[config.mk]
export PLATFORM = sky130hd
export DESIGN_NAME = atm_keypad_entry_flat
export DESIGN_NICKNAME = d
export VERILOG_FILES = /design/src/rtl/atm_keypad_entry_if.sv /design/src/rtl/atm_keypad_entry.sv /design/src/flat_wrapper.sv
export SDC_FILE = /design/constraint.sdc
export NUM_CORES = 1
export LEC_CHECK = 0
export ABC_CLOCK_PERIOD_IN_PS = 10550
export CAP_MARGIN = 30
export CORE_UTILIZATION = 53
export DETAILED_ROUTE_END_ITERATION = 7
export HOLD_SLACK_MARGIN = 0.08
export PLACE_DENSITY = 0.78
export SYNTH_ARGS = -nofsm -noshare
export SYNTH_HDL_FRONTEND = slang
export SYNTH_SLANG_ARGS = --single-unit
[constraint.sdc]
create_clock -name clk -period 10.55 [get_ports clk]
set_input_delay 3.165 -clock clk [delete_from_list [all_inputs] [get_ports clk]]
set_output_delay 3.165 -clock clk [all_outputs]
set_load 0.02 [all_outputs]
[src/rtl/atm_keypad_entry_if.sv]
// atm_keypad_entry_if: keypad/auth inputs and login-request outputs of the ATM keypad front-end
interface atm_keypad_entry_if;
  logic        key_valid;
  logic [3:0]  key_code;
  logic        auth_done;
  logic        auth_ok;
  logic [11:0] accNumber;
  logic [3:0]  pin;
  logic        req_valid;
  logic        session;
  logic        exit;
  logic        locked;
  logic        entry_error;
  logic [2:0]  fail_count;
  modport master (
    output key_valid, key_code, auth_done, auth_ok,
    input  accNumber, pin, req_valid, session, exit, locked, entry_error, fail_count
  );
  modport slave (
    input  key_valid, key_code, auth_done, auth_ok,
    output accNumber, pin, req_valid, session, exit, locked, entry_error, fail_count
  );
endinterface

[src/rtl/atm_keypad_entry.sv]
// atm_keypad_entry: keypad account/PIN collection, login request, session exit and failed-login lockout
module atm_keypad_entry #(
  parameter int ACC_DIGITS   = 4,
  parameter int MAX_ATTEMPTS = 3,
  parameter int LOCK_CYCLES  = 16,
  parameter int IDLE_TIMEOUT = 255
) (
  input logic               clk,
  input logic               rst_n,
  atm_keypad_entry_if.slave kp
);
  localparam int DW = $clog2(ACC_DIGITS + 1);
  localparam int IW = $clog2(IDLE_TIMEOUT + 1);
  localparam int LW = $clog2(LOCK_CYCLES + 1);
  localparam logic [DW-1:0] DMAX  = DW'(ACC_DIGITS);
  localparam logic [IW-1:0] ITOP  = IW'(IDLE_TIMEOUT - 1);
  localparam logic [LW-1:0] LLOAD = LW'(LOCK_CYCLES);
  localparam logic [LW-1:0] LONE  = LW'(1);
  localparam logic [2:0]    FMAX  = 3'(MAX_ATTEMPTS);
  localparam logic [3:0]    K_ENT = 4'hA, K_CLR = 4'hB, K_CAN = 4'hC;
  typedef enum logic [2:0] {S_ACC, S_PIN, S_REQ, S_SES, S_LCK} state_t;
  state_t        state_q, state_d;
  logic [11:0]   acc_q, acc_d;
  logic [3:0]    pin_q, pin_d;
  logic [DW-1:0] dig_q, dig_d;
  logic [IW-1:0] idle_q, idle_d;
  logic [LW-1:0] lock_q, lock_d;
  logic [2:0]    fail_q, fail_d;
  logic          err_q, err_d, exit_q, exit_d;
  logic [16:0]   acc_nxt;
  logic [2:0]    fail_inc;
  logic          is_dig, is_flush, idle_run, clr;
  // wide enough that 4095*10+9 cannot wrap before the range check
  assign acc_nxt  = 17'(acc_q) * 17'd10 + 17'(kp.key_code);
  assign fail_inc = fail_q + 3'd1;
  assign is_dig   = kp.key_code <= 4'd9;
  assign is_flush = kp.key_code == K_CLR || kp.key_code == K_CAN;
  assign idle_run = (state_q == S_ACC && dig_q != '0) || state_q == S_PIN;
  always_ff @(posedge clk or negedge rst_n)
    if (!rst_n) begin
      state_q <= S_ACC;
      acc_q   <= '0;
      pin_q   <= '0;
      dig_q   <= '0;
      idle_q  <= '0;
      lock_q  <= '0;
      fail_q  <= '0;
      err_q   <= 1'b0;
      exit_q  <= 1'b0;
    end else begin
      state_q <= state_d;
      acc_q   <= acc_d;
      pin_q   <= pin_d;
      dig_q   <= dig_d;
      idle_q  <= idle_d;
      lock_q  <= lock_d;
      fail_q  <= fail_d;
      err_q   <= err_d;
      exit_q  <= exit_d;
    end
  always_comb begin
    state_d = state_q;
    acc_d   = acc_q;
    pin_d   = pin_q;
    dig_d   = dig_q;
    idle_d  = '0;
    lock_d  = lock_q;
    fail_d  = fail_q;
    err_d   = 1'b0;
    exit_d  = 1'b0;
    clr     = 1'b0;
    case (state_q)
      S_ACC, S_PIN: begin
        if (kp.key_valid) begin
          if (is_flush) begin
            clr     = 1'b1;
            state_d = S_ACC;
          end else if (state_q == S_ACC && is_dig) begin
            if (dig_q >= DMAX || acc_nxt > 17'd4095) err_d = 1'b1;
            else begin
              acc_d = acc_nxt[11:0];
              dig_d = dig_q + 1'b1;
            end
          end else if (state_q == S_ACC && kp.key_code == K_ENT) begin
            if (dig_q == '0) err_d = 1'b1;
            else state_d = S_PIN;
          end else if (state_q == S_PIN && is_dig) begin
            pin_d   = kp.key_code;
            state_d = S_REQ;
          end else if (state_q == S_PIN && kp.key_code == K_ENT) err_d = 1'b1;
        end else if (idle_run) begin
          if (idle_q == ITOP) begin
            clr     = 1'b1;
            err_d   = 1'b1;
            state_d = S_ACC;
          end else idle_d = idle_q + 1'b1;
        end
      end
      // auth_done takes precedence; keys are never looked at while a request is pending
      S_REQ: if (kp.auth_done) begin
        if (kp.auth_ok) begin
          state_d = S_SES;
          fail_d  = '0;
        end else begin
          clr     = 1'b1;
          fail_d  = fail_inc;
          state_d = fail_inc == FMAX ? S_LCK : S_ACC;
          lock_d  = fail_inc == FMAX ? LLOAD : '0;
        end
      end
      S_SES: if (kp.key_valid && kp.key_code == K_CAN) begin
        clr     = 1'b1;
        exit_d  = 1'b1;
        state_d = S_ACC;
      end
      S_LCK: begin
        if (lock_q == LONE) begin
          state_d = S_ACC;
          fail_d  = '0;
          lock_d  = '0;
        end else lock_d = lock_q - 1'b1;
      end
      default: state_d = S_ACC;
    endcase
    if (clr) begin
      acc_d = '0;
      pin_d = '0;
      dig_d = '0;
    end
  end
  always_comb begin
    kp.accNumber   = acc_q;
    kp.pin         = pin_q;
    kp.req_valid   = state_q == S_REQ;
    kp.session     = state_q == S_SES;
    kp.locked      = state_q == S_LCK;
    kp.exit        = exit_q;
    kp.entry_error = err_q;
    kp.fail_count  = fail_q;
  end
endmodule
[src/flat_wrapper.sv]
// flat-port wrapper written by rule: the top's interface ports become plain ports
module atm_keypad_entry_flat 
#(
  parameter int ACC_DIGITS   = 4,
  parameter int MAX_ATTEMPTS = 3,
  parameter int LOCK_CYCLES  = 16,
  parameter int IDLE_TIMEOUT = 255
)
  (clk, rst_n, kp_key_valid, kp_key_code, kp_auth_done, kp_auth_ok, kp_accNumber, kp_pin, kp_req_valid, kp_session, kp_exit, kp_locked, kp_entry_error, kp_fail_count);
  atm_keypad_entry_if kp_i ();
  input logic clk;
  input logic rst_n;
  input wire logic [$bits(kp_i.key_valid)-1:0] kp_key_valid;
  input wire logic [$bits(kp_i.key_code)-1:0] kp_key_code;
  input wire logic [$bits(kp_i.auth_done)-1:0] kp_auth_done;
  input wire logic [$bits(kp_i.auth_ok)-1:0] kp_auth_ok;
  output wire logic [$bits(kp_i.accNumber)-1:0] kp_accNumber;
  output wire logic [$bits(kp_i.pin)-1:0] kp_pin;
  output wire logic [$bits(kp_i.req_valid)-1:0] kp_req_valid;
  output wire logic [$bits(kp_i.session)-1:0] kp_session;
  output wire logic [$bits(kp_i.exit)-1:0] kp_exit;
  output wire logic [$bits(kp_i.locked)-1:0] kp_locked;
  output wire logic [$bits(kp_i.entry_error)-1:0] kp_entry_error;
  output wire logic [$bits(kp_i.fail_count)-1:0] kp_fail_count;
  assign kp_i.key_valid = kp_key_valid;
  assign kp_i.key_code = kp_key_code;
  assign kp_i.auth_done = kp_auth_done;
  assign kp_i.auth_ok = kp_auth_ok;
  assign kp_accNumber = kp_i.accNumber;
  assign kp_pin = kp_i.pin;
  assign kp_req_valid = kp_i.req_valid;
  assign kp_session = kp_i.session;
  assign kp_exit = kp_i.exit;
  assign kp_locked = kp_i.locked;
  assign kp_entry_error = kp_i.entry_error;
  assign kp_fail_count = kp_i.fail_count;
  atm_keypad_entry #(.ACC_DIGITS(ACC_DIGITS), .MAX_ATTEMPTS(MAX_ATTEMPTS), .LOCK_CYCLES(LOCK_CYCLES), .IDLE_TIMEOUT(IDLE_TIMEOUT)) u_core (.clk(clk), .rst_n(rst_n), .kp(kp_i));
endmodule
== After elaboration in Yosys (flattened, before gate mapping) ==
Cells that the tools add are included.
Word-level totals
  input bits: 9
  flip-flop bits (word level): 40
  output and inout port bits: 24
  logic and storage cells: 127
Cells by class
  $add $sub $neg: 5
  reduce and logical (&&, ||, !) cells: 23
  multiplexer cells: 63
  equal/unequal tests: 23
  multiply operators: 1
  $lt $le $gt $ge: 3
Operator list (count)
  two-way mux 12 bit: 6
  two-way mux 3 bit: 21
  two-way mux 8 bit: 4
  two-way mux 4 bit: 7
  two-way mux 5 bit: 4
  adder 16 x 4 -> 17 bit: 1
  > comparator 17 x 12 -> 1 bit (second input constant): 1
  two-way mux 1 bit: 17
  multiplier 12 x 3 -> 15 bit (second input constant): 1
  equality test 4 bit (second input constant): 3
  case mux 3 bit (4 select lines): 1
  != test 2 x 1 -> 1 bit (second input constant): 5
  case mux 5 bit (2 select lines): 1
  nonzero test 2 bit: 5
  equality test 3 x 2 -> 1 bit (second input constant): 3
  adder 8 x 1 -> 8 bit (second input constant): 1
  equality test 8 bit (second input constant): 1
  AND reduction 8 bit: 1
  adder 3 x 1 -> 3 bit (second input constant): 2
  logical AND 1 bit: 6
  zero test 3 bit: 2
  != test 2 bit (second input constant): 3
  != test 3 x 2 -> 1 bit (second input constant): 2
  case mux 3 bit (2 select lines): 1
  other kinds (16): 19

== Logic depth before layout (Yosys ltp) ==
Gate-level depths: netlist of run 1.
  depth in word-level cells: 10
  mapped depth: 11

== Least setup slack after synthesis of run 1 ==
OpenSTA, ideal clock, no wires.
  path type: input to register
  start: input kp_key_code[1]
  end: register u_core.dig_q[0]
  path slack: 5.091 ns
  buffers on the path: 1
  library setup time: 0.079 ns
  arrival: 5.380 ns
  cell stages on the path: 9
  data required time: 10.471 ns
  cell sequence: ha_1 fa_1 a21oi_1 nor2_1 and3_1 or4_4 a211oi_4 buf_8 mux2i_1
Between the ends
  longest elaborated chain between the ends: 7
  elaborated cells between the ends (all ways): 20
RTL lines
  from (decl): line flat_wrapper.sv:14  | input wire logic [$bits(kp_i.key_code)-1:0] kp_key_code;
  parallel branches: the longest is 7 deep, another holds adder 16 x 4 -> 17 bit
  to (signal assigned): line atm_keypad_entry.sv:54  | dig_q <= dig_d;
  to (decl): line atm_keypad_entry.sv:25  | logic [DW-1:0] dig_q, dig_d;
Parallel ways; which one is timed is not known.
A chain may end at the register's enable or synchronous reset.

== Final worst setup path of run 1 ==
  start: input kp_key_code[2]
  end: register u_core.acc_q[2], in the netlist u_core.kp.accNumber[2]
Between the ends
  longest elaborated chain between the ends: 7
  elaborated cells between the ends (all ways): 25
RTL lines
  parallel branches: the longest is 7 deep, another holds adder 16 x 4 -> 17 bit
  to (signal assigned): line atm_keypad_entry.sv:42  | acc_q <= '0;
  to (signal assigned): line atm_keypad_entry.sv:52  | acc_q <= acc_d;
  to (decl): line atm_keypad_entry.sv:23  | logic [11:0] acc_q, acc_d;
Parallel ways; which one is timed is not known. The select of a mux whose other input is x is not followed.

==> results of run 1 <==
-- cell usage after synthesis, types with 2 or more instances --
library cell and instances:
nor3b_1 2, xnor2_2 2, a221oi_1 2, and3_1 5, inv_1 17, buf_6 2
o211ai_1 2, a21oi_1 15, nor3_1 3, o22ai_1 3, ha_1 31, dfrtp_1 40
xor2_1 9, nor2b_1 10, xnor2_1 10, a22o_1 2, nor2_1 23, nand2b_1 4
a21o_1 7, nand4_1 5, o21a_1 2, fa_1 2, mux2i_1 17, o21ai_0 17
nand2_1 33, nand3_1 12
-- how the worst min path moves through the flow --
stage / slack, ps / end / cells past startpoint
2_1_floorplan: 460 / u_core.lock_q[1] / 2
3_3_place_gp: 490 / u_core.lock_q[1] / 2
3_5_place_dp: 500 / u_core.dig_q[0] / 1
4_1_cts: 520 / u_core.lock_q[4] / 2
5_1_grt: 560 / u_core.dig_q[0] / 1
6_report: 510 / u_core.lock_q[1] / 2
-- worst min-delay path, stage by stage (launching register included) --
cell     delay (ps)
dfrtp_1         360
nand2_1          50
o21ai_0          60
-- per-stage QoR --
stage | utilization | total power [W] | setup WS, ps | instances
3_3_place_gp | 0.634 | 0.000841 | 4140 | 407
2_1_floorplan | - | 0.000707 | 5090 | 309
5_1_grt | 0.658 | 0.00108 | 4080 | 415
4_1_cts | 0.658 | 0.000999 | 4310 | 415
6_report | 0.658 | 0.000995 | 4300 | 415
3_5_place_dp | 0.634 | 0.000855 | 4010 | 407
-- logic make-up after synthesis --
kind of cell             count (synthesis)
buffers and inverters                   23
AND/OR/NAND/NOR                        107
multiplexers                            18
adder cells (fa/ha/maj)                 33
AO/OA/AOI/OAI                           67
flip-flops                              40
XOR/XNOR                                21
-- registers in the layout, indices dropped and copies added (netlist names) --
register	cells
u_core.dig_q	3
u_core.idle_q	8
u_core.kp.accNumber	12
u_core.kp.entry_error	1
u_core.kp.exit	1
u_core.kp.fail_count	3
u_core.kp.pin	4
u_core.lock_q	5
u_core.state_q	3
-- metal layers --
| layer | part of all wire | GRT usage | vias to the layer above |
|---|---|---|---|
| met3 | 0.045 | 0.0503 | 4 |
| li1 | - | - | 1174 |
| met5 | 0 | 0 | - |
| met2 | 0.45 | 0.334 | 68 |
| met4 | 0.0046 | 0.0385 | 0 |
| met1 | 0.50 | 0.331 | 1106 |
-- area by class of cell --
class / instances / share of cell area
inverters: 18 / 0.0197
multi-input cells: 246 / 0.531
repair buffers: 33 / 0.0942
flip-flops and latches: 40 / 0.292
well taps: 70 / 0.0256
clock buffers: 7 / 0.0281
clock inverters: 1 / 0.00877
-- power breakdown --
group          internal (W)  total (W)  switching, W
clock             0.0000835   0.000138     0.0000547
combinational      0.000268   0.000605      0.000337
sequential         0.000197   0.000252     0.0000542
total              0.000549   0.000995      0.000446
==> key figures, run 1 <==
CTS
  – Root Driver: clkbuf_8
  – CTS H-tree lvls: 2
  – Hold Buf Count CTS: 0
  – Worst-Skew Late Latency: 290 ps
  – TritonCTS Sinks: 40
  – Clock Path Buffers: 2
  – Worst-path clk slew: 80 ps
  – Total CTS buffers: 5
  – CTS tree: yes
  – Post-cts gate resize count: 0
  – Postcts setup bufs: 0

STA
  – Setup TNS: 0 ps
  – Tightest Pin Transition: 943 ps
  – Fin. Hold Viols: 0
  – Achievable Freq: 160 MHz
  – Setup violators final: 0
  – Worst rel slew slack: 0.369
  – Hold slack: 510 ps
  – Final min period: 6250 ps
  – Final period util: 0.593
  – Final Skew: 3.15 ps
  – Unrepaired setup endpoints after global routing: false
  – Slew Viols, Final: 0

Worst setup path
  – Critical register-to-register path startpoint: u_core.kp.accNumber[1]
  – WP buf/inv: 1
  – Crit path max-delay cell type: a211oi_4
  – R2R cell count: 10
  – RR Endpoint: u_core.kp.accNumber[2]
  – Crit path capture type: register
  – Cell family with the largest share of critical-path delay: compound AO/OA/AOI/OAI gates
  – Worst Path Required: 10760 ps
  – Crit path from: kp_key_code[2]
  – Cell breakdown of the critical path: clkdlybuf4s50_1 -> ha_1 -> a21o_1 -> a21oi_1 -> nor4_4 -> nand4_1 -> or4_4 -> a211oi_4 -> mux2i_1
  – Critical path depth: 9
  – Worst setup path class: input pin to register
  – Crit-path max cell delay: 820 ps
  – Worst Path Arrival: 6460 ps
  – Critical Path Source Type: input pin
  – Worst Setup EP: u_core.kp.accNumber[2]
  – R2R setup slack: 6390 ps
  – Crit path max fanout: 15

Place
  – Global placer's final weighted congestion: 0.848
  – Placement-stage cell area: 3300 um^2
  – Port buffer count: 32
  – Final HPWL DP: 4490 um

Cells and area
  – Sequential standard cell area: 1000 um^2
  – Final instance area: 3430 um^2
  – Area of the multi-input gates: 1820 um^2
  – Most common cell after layout, fill and taps aside: dfrtp_1
  – Area Overhead vs Synth: 16.9%
  – Ant. Diodes: 0
  – Commonest non-fill, non-tap cells in the layout: dfrtp_1, nand2_1, ha_1, clkdlybuf4s50_1, nor2_1
  – Layout cells sized above 1: 0.0725
  – Filler cells: 424
  – Final nets: 386

Global route
  – Gr ovfl total: 0
  – Overall Global Routing Usage: 0.222
  – First-pass GRT wire length: 10400 um
  – Largest net degree at the start of global routing: 41
  – Initial antenna violation count: 0
  – Vias in the first global route: 2164

Pwr
  – PwrDens: 290 nW/um^2
  – Worst VDD drop: 0.204 mV
  – Leak: 1.60 nW

Job
  – Max_cap viols: 0

Die
  – Die H: 76.4 um
  – Horiz. Die Dim: 76.4 um
  – Num ports: 33
  – Die area: 5830 um^2
  – Site row count: 26
  – Initial core utilization: 0.563
  – Core region area: 5200 um^2

Route
  – First-pass DRT Iterations: 4
  – Drt first-iter violations: 167
  – ANT nets after route: 0
  – Drt wl/cell: 14.7 um
  – Detailed Route WL: 6090 um
  – Via-to-Cell Ratio: 5.67
  – Routed vias: 2352
  – Drt drc: 0

Logic synthesis
  – Most used DFF post-synth: dfrtp_1
  – Post-synthesis mux area share: 0.0619
  – Async SR Flop Fraction: 1.00
  – EDFF count, synth: 0
  – Post-Synth Simple-Gate Area: 0.187
  – Adder-Cell Fraction of Synth Area: 0.146
  – Top cells by area, synth: dfrtp_1, ha_1, mux2i_1, nand2_1, xnor2_1
  – Largest family of logic cells by synthesized area: simple AND/OR/NAND/NOR gates
  – Warnings, synthesis: 0
  – Synth Area in Compound Gates: 0.156
  – Largest area contributor in the netlist: dfrtp_1
  – Post-synthesis register bit count: 40
  – Synth top area share: 0.341
  – Syn Inst Count: 309
  – XOR/XNOR share of the synthesized area: 0.0679
  – Post-synth net total: 351
  – Distinct cells, synth: 58
  – Synthesized area per cell: 9.49 um^2
  – Seq/Total Area, Yosys: 0.341
  – Netlist Area Pre-Place: 2930 um^2

Worst hold path
  – Tightest Hold Check Type: register to register
  – Min-Delay Startpoint: u_core.lock_q[1]

Status
  – Status: finished clean
Note: power is estimated with default switching activity, not from simulation.
==> run 2: changes to the inputs <==
--- a/config.mk
+++ b/config.mk
@@ -5,7 +5,7 @@
 export SDC_FILE = /design/constraint.sdc
 export NUM_CORES = 1
 export LEC_CHECK = 0
-export ABC_CLOCK_PERIOD_IN_PS = 10550
+export ABC_CLOCK_PERIOD_IN_PS = 6330
 export CAP_MARGIN = 30
 export CORE_UTILIZATION = 53
 export DETAILED_ROUTE_END_ITERATION = 7
==> constraint.sdc (replaced) <==
create_clock -name clk -period 6.33 [get_ports clk]
set_input_delay 1.899 -clock clk [delete_from_list [all_inputs] [get_ports clk]]
set_output_delay 1.899 -clock clk [all_outputs]
set_load 0.02 [all_outputs]
==> run 2 against run 1 <==
Compared with the run above:
- register-to-register slack lost 4200 ps
- highest routed layer unchanged
- clock power grew 67%
- critical endpoint unchanged
- combinational power grew 67%
- global-route usage shrank 0.23 points
- final cell count is the same
- non-clock buffer count is the same
- clock skew is essentially flat
- first-iteration DRC count shrank 11%
- design area is the same
- die area is the same
- sequential power grew 66%
==> key figures, run 2 (same netlist as run 1, synthesis figures left out) <==
Status
  – Status: finished clean

Cells and area
  – Area Overhead vs Synth: 16.9%
  – Most common cell after layout, fill and taps aside: dfrtp_1
  – Layout cells sized above 1: 0.0725
  – Ant. Diodes: 0
  – Final instance area: 3430 um^2
  – Commonest non-fill, non-tap cells in the layout: dfrtp_1, nand2_1, ha_1, clkdlybuf4s50_1, nor2_1
  – Final Non-Filler Cells: 415
  – Filler cells: 428
  – Max reg flops: 12
  – Final nets: 386

STA
  – Final min period: 4980 ps
  – Setup TNS: 0 ps
  – Final Skew: 3.56 ps
  – Achievable Freq: 201 MHz
  – Fin. Hold Viols: 0
  – Hold slack: 510 ps
  – Slew Viols, Final: 0
  – Final period util: 0.787
  – Tightest Pin Transition: 946 ps
  – Worst rel slew slack: 0.367
  – Unrepaired setup endpoints after global routing: false
  – Setup violators final: 0

Pwr
  – Leak: 1.60 nW
  – PwrDens: 485 nW/um^2
  – Worst VDD drop: 0.340 mV

Place
  – Placement-stage cell area: 3300 um^2
  – Final HPWL DP: 4480 um
  – Placed insts: 407
  – Global placer's final weighted congestion: 0.848
  – Port buffer count: 32

Die
  – Site row count: 26
  – Die H: 76.4 um
  – Core region area: 5200 um^2
  – Num ports: 33
  – Horiz. Die Dim: 76.4 um
  – Die area: 5830 um^2
  – Initial core utilization: 0.563

CTS
  – Hold Buf Count CTS: 0
  – Postcts setup bufs: 0
  – Worst-path clk slew: 80 ps
  – Clock Path Buffers: 2
  – Root Driver: clkbuf_8
  – Worst-Skew Late Latency: 290 ps
  – Post-cts gate resize count: 0
  – CTS tree: yes
  – CTS H-tree lvls: 2
  – TritonCTS Sinks: 40
  – Total CTS buffers: 5

Worst setup path
  – Crit path capture type: register
  – Worst setup path class: input pin to register
  – Worst Path Required: 6540 ps
  – Critical Path Source Type: input pin
  – Worst Path Arrival: 5190 ps
  – Crit path max fanout: 15

Global route
  – Initial antenna violation count: 0
  – Largest net degree at the start of global routing: 41
  – Gr ovfl total: 0
  – First-pass GRT wire length: 10300 um
  – Vias in the first global route: 2179
  – Overall Global Routing Usage: 0.220

Route
  – Routed vias: 2337
  – Detailed Route WL: 6050 um
  – First-pass DRT Iterations: 4
  – Drt drc: 0
  – ANT nets after route: 0
  – Drt first-iter violations: 148
  – Via-to-Cell Ratio: 5.63
  – Drt wl/cell: 14.6 um

Worst hold path
  – Tightest Hold Check Type: register to register

Job
  – Max_cap viols: 0
==> run 2: cell counts in the layout (fill, tap and decap cells not counted) <==
No cell type changed its count.
==> run 2: final timing paths <==
path / startpoint / to / slack, ps / depth (start not counted)
hold / removal: u_core.lock_q[1] / u_core.lock_q[1] / 510 / 2
max in group asynchronous: rst_n / u_core.idle_q[7] / 4040 / 1
setup / recovery: kp_key_code[2] / u_core.kp.accNumber[2] / 1350 / 9
hold reg to reg: u_core.lock_q[1] / u_core.lock_q[1] / 510 / 2
min in group asynchronous: rst_n / u_core.kp.fail_count[0] / 1730 / 1
setup reg to reg: u_core.kp.accNumber[1] / u_core.kp.accNumber[2] / 2150 / 10
==> run 2: metrics by stage <==
| step | worst slack [ps] | utilization | power (W) |
|---|---|---|---|
| after global placement | 1180 | 0.634 | 0.00140 |
| final | 1350 | 0.658 | 0.00166 |
| after floorplan | 2140 | - | 0.00118 |
| after global routing | 1160 | 0.658 | 0.00180 |
| after CTS | 1360 | 0.658 | 0.00167 |
| after detailed placement | 1070 | 0.634 | 0.00143 |
==> run 2: power breakdown <==
group          switching, W  leakage (nW)  total [W]  internal, W
Combinational      0.000563          1.00    0.00101     0.000447
Sequential        0.0000905         0.536   0.000419     0.000329
Clock             0.0000916        0.0645   0.000231     0.000139
==> run 2: critical path: stages <==
cell and delay [ps]:
clkdlybuf4s50_1 560, ha_1 370, a21o_1 110, a21oi_1 130, nor4_4 300, nand4_1 160, or4_4 560, a211oi_4 820
mux2i_1 280
==> run 2: final cells by class <==
class	instances	area, um^2	area share
repair buffers	33	323	0.0942
multi-input cells	246	1820	0.531
inverters	18	67.6	0.0197
well taps	70	87.6	0.0256
clock inverters	1	30.0	0.00877
clock buffers	7	96.3	0.0281
flip-flops and latches	40	1000	0.292
==> run 2: layer usage <==
layer | vias up | part of all wire | track usage
met5 | - | 0 | 0
met3 | 4 | 0.052 | 0.0527
met4 | 0 | 0.0045 | 0.0385
met2 | 69 | 0.44 | 0.332
met1 | 1091 | 0.50 | 0.325
li1 | 1173 | - | -
==> run 3: changes to the inputs <==
--- a/config.mk
+++ b/config.mk
@@ -5,7 +5,7 @@
 export SDC_FILE = /design/constraint.sdc
 export NUM_CORES = 1
 export LEC_CHECK = 0
-export ABC_CLOCK_PERIOD_IN_PS = 6330
+export ABC_CLOCK_PERIOD_IN_PS = 5000
 export CAP_MARGIN = 30
 export CORE_UTILIZATION = 53
 export DETAILED_ROUTE_END_ITERATION = 7
==> constraint.sdc (replaced) <==
create_clock -name clk -period 5 [get_ports clk]
set_input_delay 1.5 -clock clk [delete_from_list [all_inputs] [get_ports clk]]
set_output_delay 1.5 -clock clk [all_outputs]
set_load 0.02 [all_outputs]
==> run 3 against run 2 <==
Compared with the run above:
- design area is 0.11% lower
- core utilization fell by 0.072 points
- total power rose by 26%
- critical path type unchanged
- critical path depth increased by 1
- sequential share of layout area about the same
- routed wire length rose by 2.0%
- clock skew increased by 4.5 ps
- largest cell class unchanged
- final cell count grew 0.48%
==> key figures, run 3 (same netlist as run 1, synthesis figures left out) <==
Cells and area
  – Commonest non-fill, non-tap cells in the layout: dfrtp_1, nand2_1, ha_1, clkdlybuf4s50_1, nor2_1
  – Area Overhead vs Synth: 16.7%
  – Most common cell after layout, fill and taps aside: dfrtp_1
  – Max reg flops: 12
  – Final instance area: 3420 um^2
  – Layout cells sized above 1: 0.0749
  – Final nets: 388
  – Ant. Diodes: 0

CTS
  – Clock Path Buffers: 2
  – Postcts setup bufs: 0
  – Worst-path clk slew: 80 ps
  – TritonCTS Sinks: 40
  – Post-cts gate resize count: 0
  – Total CTS buffers: 5
  – CTS tree: yes
  – Root Driver: clkbuf_8
  – CTS H-tree lvls: 2
  – Hold Buf Count CTS: 0
  – Worst-Skew Late Latency: 300 ps

Place
  – Port buffer count: 32
  – Global placer's final weighted congestion: 0.827
  – Final HPWL DP: 4670 um
  – Placement-stage cell area: 3310 um^2

Global route
  – Overall Global Routing Usage: 0.227
  – Gr ovfl total: 0
  – First-pass GRT wire length: 10400 um
  – Largest net degree at the start of global routing: 41
  – Vias in the first global route: 2200
  – Initial antenna violation count: 0

Route
  – Detailed Route WL: 6170 um
  – ANT nets after route: 0
  – Drt drc: 0
  – Drt wl/cell: 14.8 um
  – Routed vias: 2386
  – Drt first-iter violations: 176
  – Via-to-Cell Ratio: 5.72
  – First-pass DRT Iterations: 5

Worst setup path
  – Critical register-to-register path startpoint: u_core.kp.accNumber[1]
  – Worst Path Arrival: 4350 ps
  – Worst setup path class: input pin to register
  – Critical Path Source Type: input pin
  – Crit path capture type: register
  – Worst Path Required: 5220 ps
  – Crit path max fanout: 9
  – Crit path from: kp_key_code[2]

Status
  – Status: finished clean

Worst hold path
  – Tightest Hold Check Type: register to register
  – Min-Delay Startpoint: u_core.lock_q[1]

STA
  – Setup violators final: 0
  – Tightest Pin Transition: 915 ps
  – Fin. Hold Viols: 0
  – Worst rel slew slack: 0.390
  – Final Skew: 8.08 ps
  – Final min period: 4130 ps
  – Setup TNS: 0 ps
  – Achievable Freq: 242 MHz
  – Unrepaired setup endpoints after global routing: false
  – Final period util: 0.826
  – Slew Viols, Final: 0

Pwr
  – PwrDens: 614 nW/um^2
  – Worst VDD drop: 0.483 mV
  – Leak: 1.61 nW

Die
  – Die H: 76.4 um
  – Die area: 5830 um^2
  – Num ports: 33
  – Initial core utilization: 0.563
  – Core region area: 5200 um^2
  – Horiz. Die Dim: 76.4 um
  – Site row count: 26

Job
  – Max_cap viols: 0
[run 3: cell count changes in the layout (fill, tap and decap cells not counted)]
| cell | change |
|---|---|
| buf_4 | +2 |
| clkbuf_1 | +1 |
| clkbuf_8 | -2 |
| clkinv_2 | +1 |
[run 3: area by class of cell]
cell class	count	area (um^2)
clock inverter	2	35.0
sequential	40	1000
clock buffer	6	72.6
fill	425	1780
multi-input combinational	246	1820
timing repair buffer	35	338
inverter	18	67.6
tap	70	87.6
[run 3: layer usage]
layer	global-route usage	vias to the layer above	routed length, um
met4	0.0885	0	92
met3	0.0419	10	243
met5	0	-	0
met1	0.317	1135	3100
met2	0.350	57	2730
li1	-	1184	-
[run 3: metrics by stage]
step	setup slack (ps)	total power, W	instances	utilization	hold slack [ps]
2_1_floorplan	1210	0.00149	309	-	463
3_3_place_gp	679	0.00179	409	0.637	489
3_5_place_dp	557	0.00182	409	0.637	496
4_1_cts	868	0.00210	417	0.657	514
5_1_grt	667	0.00227	417	0.657	554
6_report	871	0.00210	417	0.657	516
[run 3: worst paths after layout]
path                       slack (ps)                 endpoint  cells after the start
max                               870   u_core.kp.accNumber[9]                     10
min                               520         u_core.lock_q[1]                      2
max reg2reg                      1210   u_core.kp.accNumber[9]                     11
min reg2reg                       520         u_core.lock_q[1]                      2
max in group asynchronous        3090         u_core.kp.pin[1]                      1
min in group asynchronous        1330  u_core.kp.fail_count[2]                      1
[run 3: power by group]
group          leakage, nW  switching, W  total (W)  internal, W
sequential           0.536      0.000114   0.000531     0.000416
clock               0.0552      0.000118   0.000266     0.000148
combinational         1.01      0.000731    0.00130     0.000571
[run 3: worst max-delay path, cell delays in order]
cell	delay, ps
clkdlybuf4s50_1	560
ha_1	350
a21o_1	100
a21oi_1	130
nor4_4	320
nand4_1	160
or4_4	560
a211oi_4	220
buf_4	230
mux2i_1	210
